## config.mk

```make
export PLATFORM = sky130hd
export DESIGN_NAME = exp2_highacc
export DESIGN_NICKNAME = d
export VERILOG_FILES = /design/src/rtl/exp2_highacc.sv
export SDC_FILE = /design/constraint.sdc
export NUM_CORES = 1
export LEC_CHECK = 0
export ABC_AREA = 0
export CAP_MARGIN = 20
export CORE_UTILIZATION = 50
export CTS_CLUSTER_DIAMETER = 60
export DETAILED_ROUTE_END_ITERATION = 10
export PLACE_DENSITY = 0.68
export SLEW_MARGIN = 20
export SYNTH_ARGS = -nofsm -noshare
export SYNTH_HDL_FRONTEND = slang
export SYNTH_SLANG_ARGS = --single-unit
```

## constraint.sdc

```tcl
create_clock -name clk -period 7 [get_ports clk]
set_clock_uncertainty 0.2 [all_clocks]
set_input_delay 0.7 -clock clk [delete_from_list [all_inputs] [get_ports clk]]
set_output_delay 0.7 -clock clk [all_outputs]
set_load 0.03 [all_outputs]
```

## src/rtl/exp2_highacc.sv

```systemverilog
// Fixed-point base-2 antilog: 4.8 unsigned log code in, 16.8 linear value out.
// Three-stage pipeline (table lookup, interpolation, shift/round/clamp) with clock-enable stall.
module exp2_highacc #(
  parameter int LUT_BITS    = 6,
  parameter int INTERP_BITS = 2
) (
  input  logic        clk,
  input  logic        reset_n,
  input  logic        ce,
  input  logic        in_valid,
  input  logic [11:0] DIN_LOG,
  output logic        out_valid,
  output logic [23:0] DOUT_LIN
);

  localparam int FRAC_BITS = LUT_BITS + INTERP_BITS;
  localparam int INT_BITS  = 12 - FRAC_BITS;
  localparam int MANT_W    = 17;
  localparam int PROD_W    = MANT_W + INTERP_BITS;
  localparam int SHIFT_W   = 32;

  // Mantissa table in 1.15 format: round(32768 * 2^(k/64)), k = 0..64.
  function automatic logic [MANT_W-1:0] mant_lut(input logic [6:0] k);
    logic [MANT_W-1:0] m;
    m = 17'd65536;
    case (k)
      7'd0:  m = 17'd32768;  7'd1:  m = 17'd33125;  7'd2:  m = 17'd33486;  7'd3:  m = 17'd33850;
      7'd4:  m = 17'd34219;  7'd5:  m = 17'd34591;  7'd6:  m = 17'd34968;  7'd7:  m = 17'd35349;
      7'd8:  m = 17'd35734;  7'd9:  m = 17'd36123;  7'd10: m = 17'd36516;  7'd11: m = 17'd36914;
      7'd12: m = 17'd37316;  7'd13: m = 17'd37722;  7'd14: m = 17'd38133;  7'd15: m = 17'd38548;
      7'd16: m = 17'd38968;  7'd17: m = 17'd39392;  7'd18: m = 17'd39821;  7'd19: m = 17'd40255;
      7'd20: m = 17'd40693;  7'd21: m = 17'd41136;  7'd22: m = 17'd41584;  7'd23: m = 17'd42037;
      7'd24: m = 17'd42495;  7'd25: m = 17'd42958;  7'd26: m = 17'd43425;  7'd27: m = 17'd43898;
      7'd28: m = 17'd44376;  7'd29: m = 17'd44859;  7'd30: m = 17'd45348;  7'd31: m = 17'd45842;
      7'd32: m = 17'd46341;  7'd33: m = 17'd46846;  7'd34: m = 17'd47356;  7'd35: m = 17'd47871;
      7'd36: m = 17'd48393;  7'd37: m = 17'd48920;  7'd38: m = 17'd49452;  7'd39: m = 17'd49991;
      7'd40: m = 17'd50535;  7'd41: m = 17'd51085;  7'd42: m = 17'd51642;  7'd43: m = 17'd52204;
      7'd44: m = 17'd52773;  7'd45: m = 17'd53347;  7'd46: m = 17'd53928;  7'd47: m = 17'd54515;
      7'd48: m = 17'd55109;  7'd49: m = 17'd55709;  7'd50: m = 17'd56316;  7'd51: m = 17'd56929;
      7'd52: m = 17'd57549;  7'd53: m = 17'd58176;  7'd54: m = 17'd58809;  7'd55: m = 17'd59449;
      7'd56: m = 17'd60097;  7'd57: m = 17'd60751;  7'd58: m = 17'd61413;  7'd59: m = 17'd62081;
      7'd60: m = 17'd62757;  7'd61: m = 17'd63441;  7'd62: m = 17'd64132;  7'd63: m = 17'd64830;
      7'd64: m = 17'd65536;
      default: m = 17'd65536;
    endcase
    return m;
  endfunction

  // Stage 1: split the code and fetch both interpolation endpoints.
  logic                   s1_valid_q;
  logic [INT_BITS-1:0]    s1_int_q,  s1_int_d;
  logic [INTERP_BITS-1:0] s1_frac_q, s1_frac_d;
  logic [MANT_W-1:0]      s1_a_q,    s1_a_d;
  logic [MANT_W-1:0]      s1_b_q,    s1_b_d;

  // Stage 2: interpolated mantissa.
  logic                   s2_valid_q;
  logic [INT_BITS-1:0]    s2_int_q;
  logic [MANT_W-1:0]      s2_mant_q, s2_mant_d;

  // Stage 3: scaled, rounded, clamped output.
  logic                   s3_valid_q;
  logic [23:0]            s3_lin_q,  s3_lin_d;

  logic [LUT_BITS-1:0]    idx;
  logic [PROD_W-1:0]      delta_prod;
  logic [SHIFT_W-1:0]     shifted;
  logic [SHIFT_W:0]       rounded;

  always_comb begin
    idx       = DIN_LOG[FRAC_BITS-1:INTERP_BITS];
    s1_int_d  = DIN_LOG[11:FRAC_BITS];
    s1_frac_d = DIN_LOG[INTERP_BITS-1:0];
    s1_a_d    = mant_lut({1'b0, idx});
    s1_b_d    = mant_lut({1'b0, idx} + 7'd1);
  end

  // Table is increasing, so b - a never underflows; the shift truncates.
  always_comb begin
    delta_prod = PROD_W'(s1_b_q - s1_a_q) * PROD_W'(s1_frac_q);
    s2_mant_d  = MANT_W'(PROD_W'(s1_a_q) + (delta_prod >> INTERP_BITS));
  end

  // Adding half of the 2^-8 LSB before the shift gives round-half-up.
  always_comb begin
    shifted  = SHIFT_W'(s2_mant_q) << s2_int_q;
    rounded  = ((SHIFT_W + 1)'(shifted) + 33'd64) >> 7;
    s3_lin_d = (|rounded[SHIFT_W:24]) ? 24'hFF_FFFF : rounded[23:0];
  end

  // NOTE: every pipeline register, data included, is cleared by reset so the
  // outputs read a defined zero; all state updates use non-blocking assignments.
  always_ff @(posedge clk or negedge reset_n) begin
    if (!reset_n) begin
      s1_valid_q <= 1'b0;
      s1_int_q   <= '0;
      s1_frac_q  <= '0;
      s1_a_q     <= '0;
      s1_b_q     <= '0;
      s2_valid_q <= 1'b0;
      s2_int_q   <= '0;
      s2_mant_q  <= '0;
      s3_valid_q <= 1'b0;
      s3_lin_q   <= '0;
    end else if (ce) begin
      s1_valid_q <= in_valid;
      s1_int_q   <= s1_int_d;
      s1_frac_q  <= s1_frac_d;
      s1_a_q     <= s1_a_d;
      s1_b_q     <= s1_b_d;
      s2_valid_q <= s1_valid_q;
      s2_int_q   <= s1_int_q;
      s2_mant_q  <= s2_mant_d;
      s3_valid_q <= s2_valid_q;
      s3_lin_q   <= s3_lin_d;
    end
  end

  assign out_valid = s3_valid_q;
  assign DOUT_LIN  = s3_lin_q;

endmodule

```

======== Word-level counts from Yosys, hierarchy flattened ========
Memory sizes are Yosys's and may differ from the RTL's. A register that Yosys moved wholly into a read port is not among the register bits.
Index checks and enable logic that the tools add are counted.
cells by class
  add/sub/neg operators ................... 4
  $mul .................................... 1
  shift-type cells ........................ 1
  multiplexer cells ....................... 1
  reductions and logical operators ........ 3
operators by type and width
  operator               number
  $add 32x7->33 const B  1
  $shl 17x4->32          1
  $mux 24                1
  $mul 19x2->19          1
  $sub 17x17->18         1
  $add 17x17->17         1
  $add 6x1->7 const B    1
  $logic_not 1->1        2
  $reduce_or 2->1        1
storage, ports and cells
  flip-flop bits (word level) ............. 71
  memory bits (read-only) ................. 3136
  input port bits ......................... 16
  logic and storage cells ................. 21
  memories ................................ 2
memory list
  name             words  bits a word  rd ports  clocked after Yosys merged registers in  wr ports  line  text
  (no name shown)  128    17           1         1                                        0         26    case (k)
  (no name shown)  64     15           1         1                                        0         26

======== Longest topological paths before layout ========
  depth in word-level cells ............... 4
  gate-level depth with buffers ........... 27

======== Worst setup path before layout ========
Ideal clock, no wire load.
  path kind ............................... flip-flop to flip-flop
  from .................................... reg s1_a_q[0]
  to ...................................... reg s2_mant_q[16]
  library setup time ...................... 0.069 ns
  arrival ................................. 5.005 ns
  required time ........................... 6.731 ns
  setup slack ............................. 1.726 ns
  stages on the path, launching flop included .. 24
  path buffers ............................ 0
  period minus slack after synthesis ...... 5.274 ns
  cells stage by stage .................... dfrtp_1 -> ha_1 -> fa_1 -> nor2b_1 -> o21a_1 -> o21ai_0 -> a211o_1 -> a31oi_1 -> a311oi_1 -> xnor2_1 -> and2_1 -> ha_1 -> a21o_1 -> a31oi_1 -> o21ai_0 -> a21o_1 -> xor2_1 -> ha_1 -> or3_1 -> o21ai_0 -> a21oi_1 -> and3_1 -> or4_1 -> nand3_1
on the way
  longest elaborated chain between the ends .. 3
RTL lines
  what                    line  text
  start: declaration      53    logic [MANT_W-1:0] s1_a_q, s1_a_d;
  $sub 17x17->18          80    delta_prod = PROD_W'(s1_b_q - s1_a_q) * PROD_W'(s1_frac_q);
  $mul 19x2->19           80
  $add 17x17->17 *        81    s2_mant_d = MANT_W'(PROD_W'(s1_a_q) + (delta_prod >> INTERP_BITS));
  end signal: assignment  113   s2_mant_q <= s2_mant_d;
  end: declaration        59    logic [MANT_W-1:0] s2_mant_q, s2_mant_d;
Every way passes the cells marked *; elsewhere a longest branch is shown, timed or not.
A chain may end at the register's enable or synchronous reset.

======== Final worst setup path ========
Ends and elaborated chain as after synthesis.

==> results.cfg <==
[run_status]
status = completed

[drt]
wl_met3_mm = 1.384
drtIter0Drc = 774
highest_layer = met4
drtPass1Iterations = 5
routed_wl_mm = 26.82
wl_met1_mm = 11.63
vias_per_cell = 6.159
ant_nets = 0
met2_length_mm = 12.89
vias = 9134
wl_per_cell_um = 18.08
drc = 0

[die]
core_area_um2 = 18960
die_area_um2 = 20120
die_h_um = 141.8
num_rows = 50
fp.dieW_um = 141.8
ios = 41
start_util = 0.5158

[worst_hold_path]
hold_path_class = in -> async

[global_routing]
overflow = 0
grtUsageTotal = 0.2737
grt_max_degree = 83
antenna_found_initial = 0
grt_pass1_vias = 8439
grt_pass1_wl_mm = 43.96

[logic_synthesis]
synth_fp_nets = 1333
ys.flop_type = dfrtp_1
syn_avg_cell_area_um2 = 7.879
ys_ff_latch = 87
synth_area_leader_cell = dfrtp_1
synth_area_um2 = 9778
async_flop_share = 1.000
yosysWarnings = 0
synth_cells = 1241
yosysMostFrequentCell = a21oi_1
synth_area_leaders = dfrtp_1 22%, ha_1 9.3%, a21oi_1 6.5%, mux4_2 5.3%, o21ai_0 4.6%
synth_edf_count = 0
synth-seq-area-share = 0.2226
yosysTopAreaCellShare = 0.2226
synthTopCellsByCount = 127 x a21oi_1, 116 x nor2_1, 115 x nand2_1
yosysUniqueCellTypes = 79

[power]
p_per_area_nw_per_um2 = 335.1
ir_drop_uv = 155.5
power.leakage_uw = 0.004485

[clock_network]
cts_tree = built
post_cts_buffers = 0
cts_sinks = 87
clkLatencyLatePin_ns = 0.35
cts_resized = 0
cts.root.buffer_cell = clkbuf_16
clk_path_buf_depth = 2
ctsHoldBuffers = 0
cts_buffers = 9
path_clk_slew_ns = 0.07
h-tree-depth = 3

[sta]
period_needed_ns = 5.729
hold_viol_final = 0
slew_headroom = 0.3444
rsz0062_at_grt = false
setup_viol = 0
finalCritPeriodShare = 0.8184
fin_tns_setup_ns = 0
finalMaxSlewViolations = 0
max_freq_ghz = 0.1746
tightest_slew_ns = 0.9834

[cells_and_area]
nFillCells = 1803
multi_input_area_um2 = 7009
nets = 1310
syn_to_final_growth_pct = 8.138
final-seq-area_um2 = 2177
diodes = 0
drive_above_1_share = 0.08994
fin_area_um2 = 10570

[placed_design]
placed_area_um2 = 10270
post-dp-hpwl_mm = 19.33
place.gp.congestion = 0.9378
portBuffers = 40

[setup_path]
cp_max_fo = 5
end_kind = flip-flop
critPathLaunchType = flip-flop
crit_required_ns = 7.09
path_class = reg -> reg
cp.arrival_ns = 5.82

[flow_run]
drv_cap = 0
report_power, final:
| part | internal, uW | switching [uW] | total [uW] | leakage (uW) |
|---|---|---|---|---|
| combinational | 1040 | 1230 | 2270 | 0.00331 |
| sequential | 643 | 149 | 792 | 0.00103 |
| clock | 253 | 227 | 480 | 0.000145 |
| total | 1940 | 1600 | 3540 | 0.00449 |
registers in the layout, summed over array words and instances, names as in the netlist:
| signal | count |
|---|---|
| s1_frac_q | 2 |
| s1_b_q | 17 |
| s1_valid_q | 1 |
| DOUT_LIN | 24 |
| s2_int_q | 4 |
| s2_valid_q | 1 |
| out_valid | 1 |
| s2_mant_q | 17 |
| s1_a_q | 16 |
| s1_int_q | 4 |
placed cells by master, fill, tap and decap left out, types with 21 or more instances in the layout:
cell and instances:
nand2_1 115, clkdlybuf4s50_1 36, nor2_1 116, xor2_1 22
o21ai_0 90, a31oi_1 22, and2_1 33, xnor2_1 37
mux2_2 30, ha_1 73, o22ai_1 21, dfrtp_1 87
inv_1 55, nand3_1 33, buf_4 21, mux4_2 23
a211oi_1 25, a21oi_1 127
layout make-up:
cell class	instances	area share
timing repair buffer	59	0.04993
inverter	61	0.02165
sequential	87	0.2059
clock buffer	9	0.02130
multi-input combinational	1000	0.6629
tap	260	0.03077
clock inverter	7	0.007573
critical path, cell delays in order (launching register included):
cell and delay, ns:
dfrtp_1 0.41, ha_1 0.24, fa_1 0.40, nor2b_1 0.12, o21a_1 0.14, o21ai_0 0.14, nand2b_1 0.11, a21oi_1 0.08
xnor2_1 0.13, and2_1 0.16, ha_1 0.36, a211oi_1 0.22, nand3_1 0.15, a31o_2 0.26, a21oi_1 0.33, o21bai_1 0.10
a21oi_1 0.19, xnor2_1 0.14, ha_1 0.30, nand2_1 0.09, o21ai_0 0.13, a22o_1 0.20, a31oi_1 0.18, a21oi_1 0.10
and3_1 0.20, or4_1 0.49, nand3_1 0.09
per-layer routing:
metal  vias up  global-route usage
li1       4501                   -
met1      4259              0.3577
met2       314              0.4561
met3        60             0.03274
met4         0              0.1188
met5         -                   0
stage by stage:
stage | total power [uW] | hold slack, ns | setup WS [ns] | std cells | util
final | 3544 | 0.02028 | 1.271 | 1483 | 0.5578
after global routing | 3832 | 0.04124 | 0.7157 | 1483 | 0.5578
after CTS | 3552 | 0.02727 | 1.257 | 1483 | 0.5578
after global placement | 3014 | 0.2846 | 1.351 | 1467 | 0.5417
after detailed placement | 3046 | 0.2803 | 1.260 | 1467 | 0.5417
after floorplan | 2534 | 0.2044 | 1.726 | 1241 | -
logic make-up after synthesis:
logic type               synth area share
XOR/XNOR                          0.05643
AND/OR/NAND/NOR                    0.1838
adder cells (fa/ha/maj)           0.09955
flip-flops                         0.2226
buffers and inverters             0.06359
multiplexers                       0.1126
AO/OA/AOI/OAI                      0.2614
path summary, 6_finish.rpt:
path / startpoint / endpoint / slack (ns) / cells after the start
setup reg to reg: s1_a_q[0] / s2_mant_q[16] / 1.27 / 26
hold / removal: reset_n / s2_mant_q[15] / 0.02 / 1
setup / recovery: s1_a_q[0] / s2_mant_q[16] / 1.27 / 26
hold reg to reg: s1_int_q[1] / s2_int_q[1] / 0.29 / 2
max in group asynchronous: reset_n / DOUT_LIN[22] / 5.46 / 2
min in group clk: s1_int_q[1] / s2_int_q[1] / 0.29 / 2
Power figures use the tool's default switching activity.
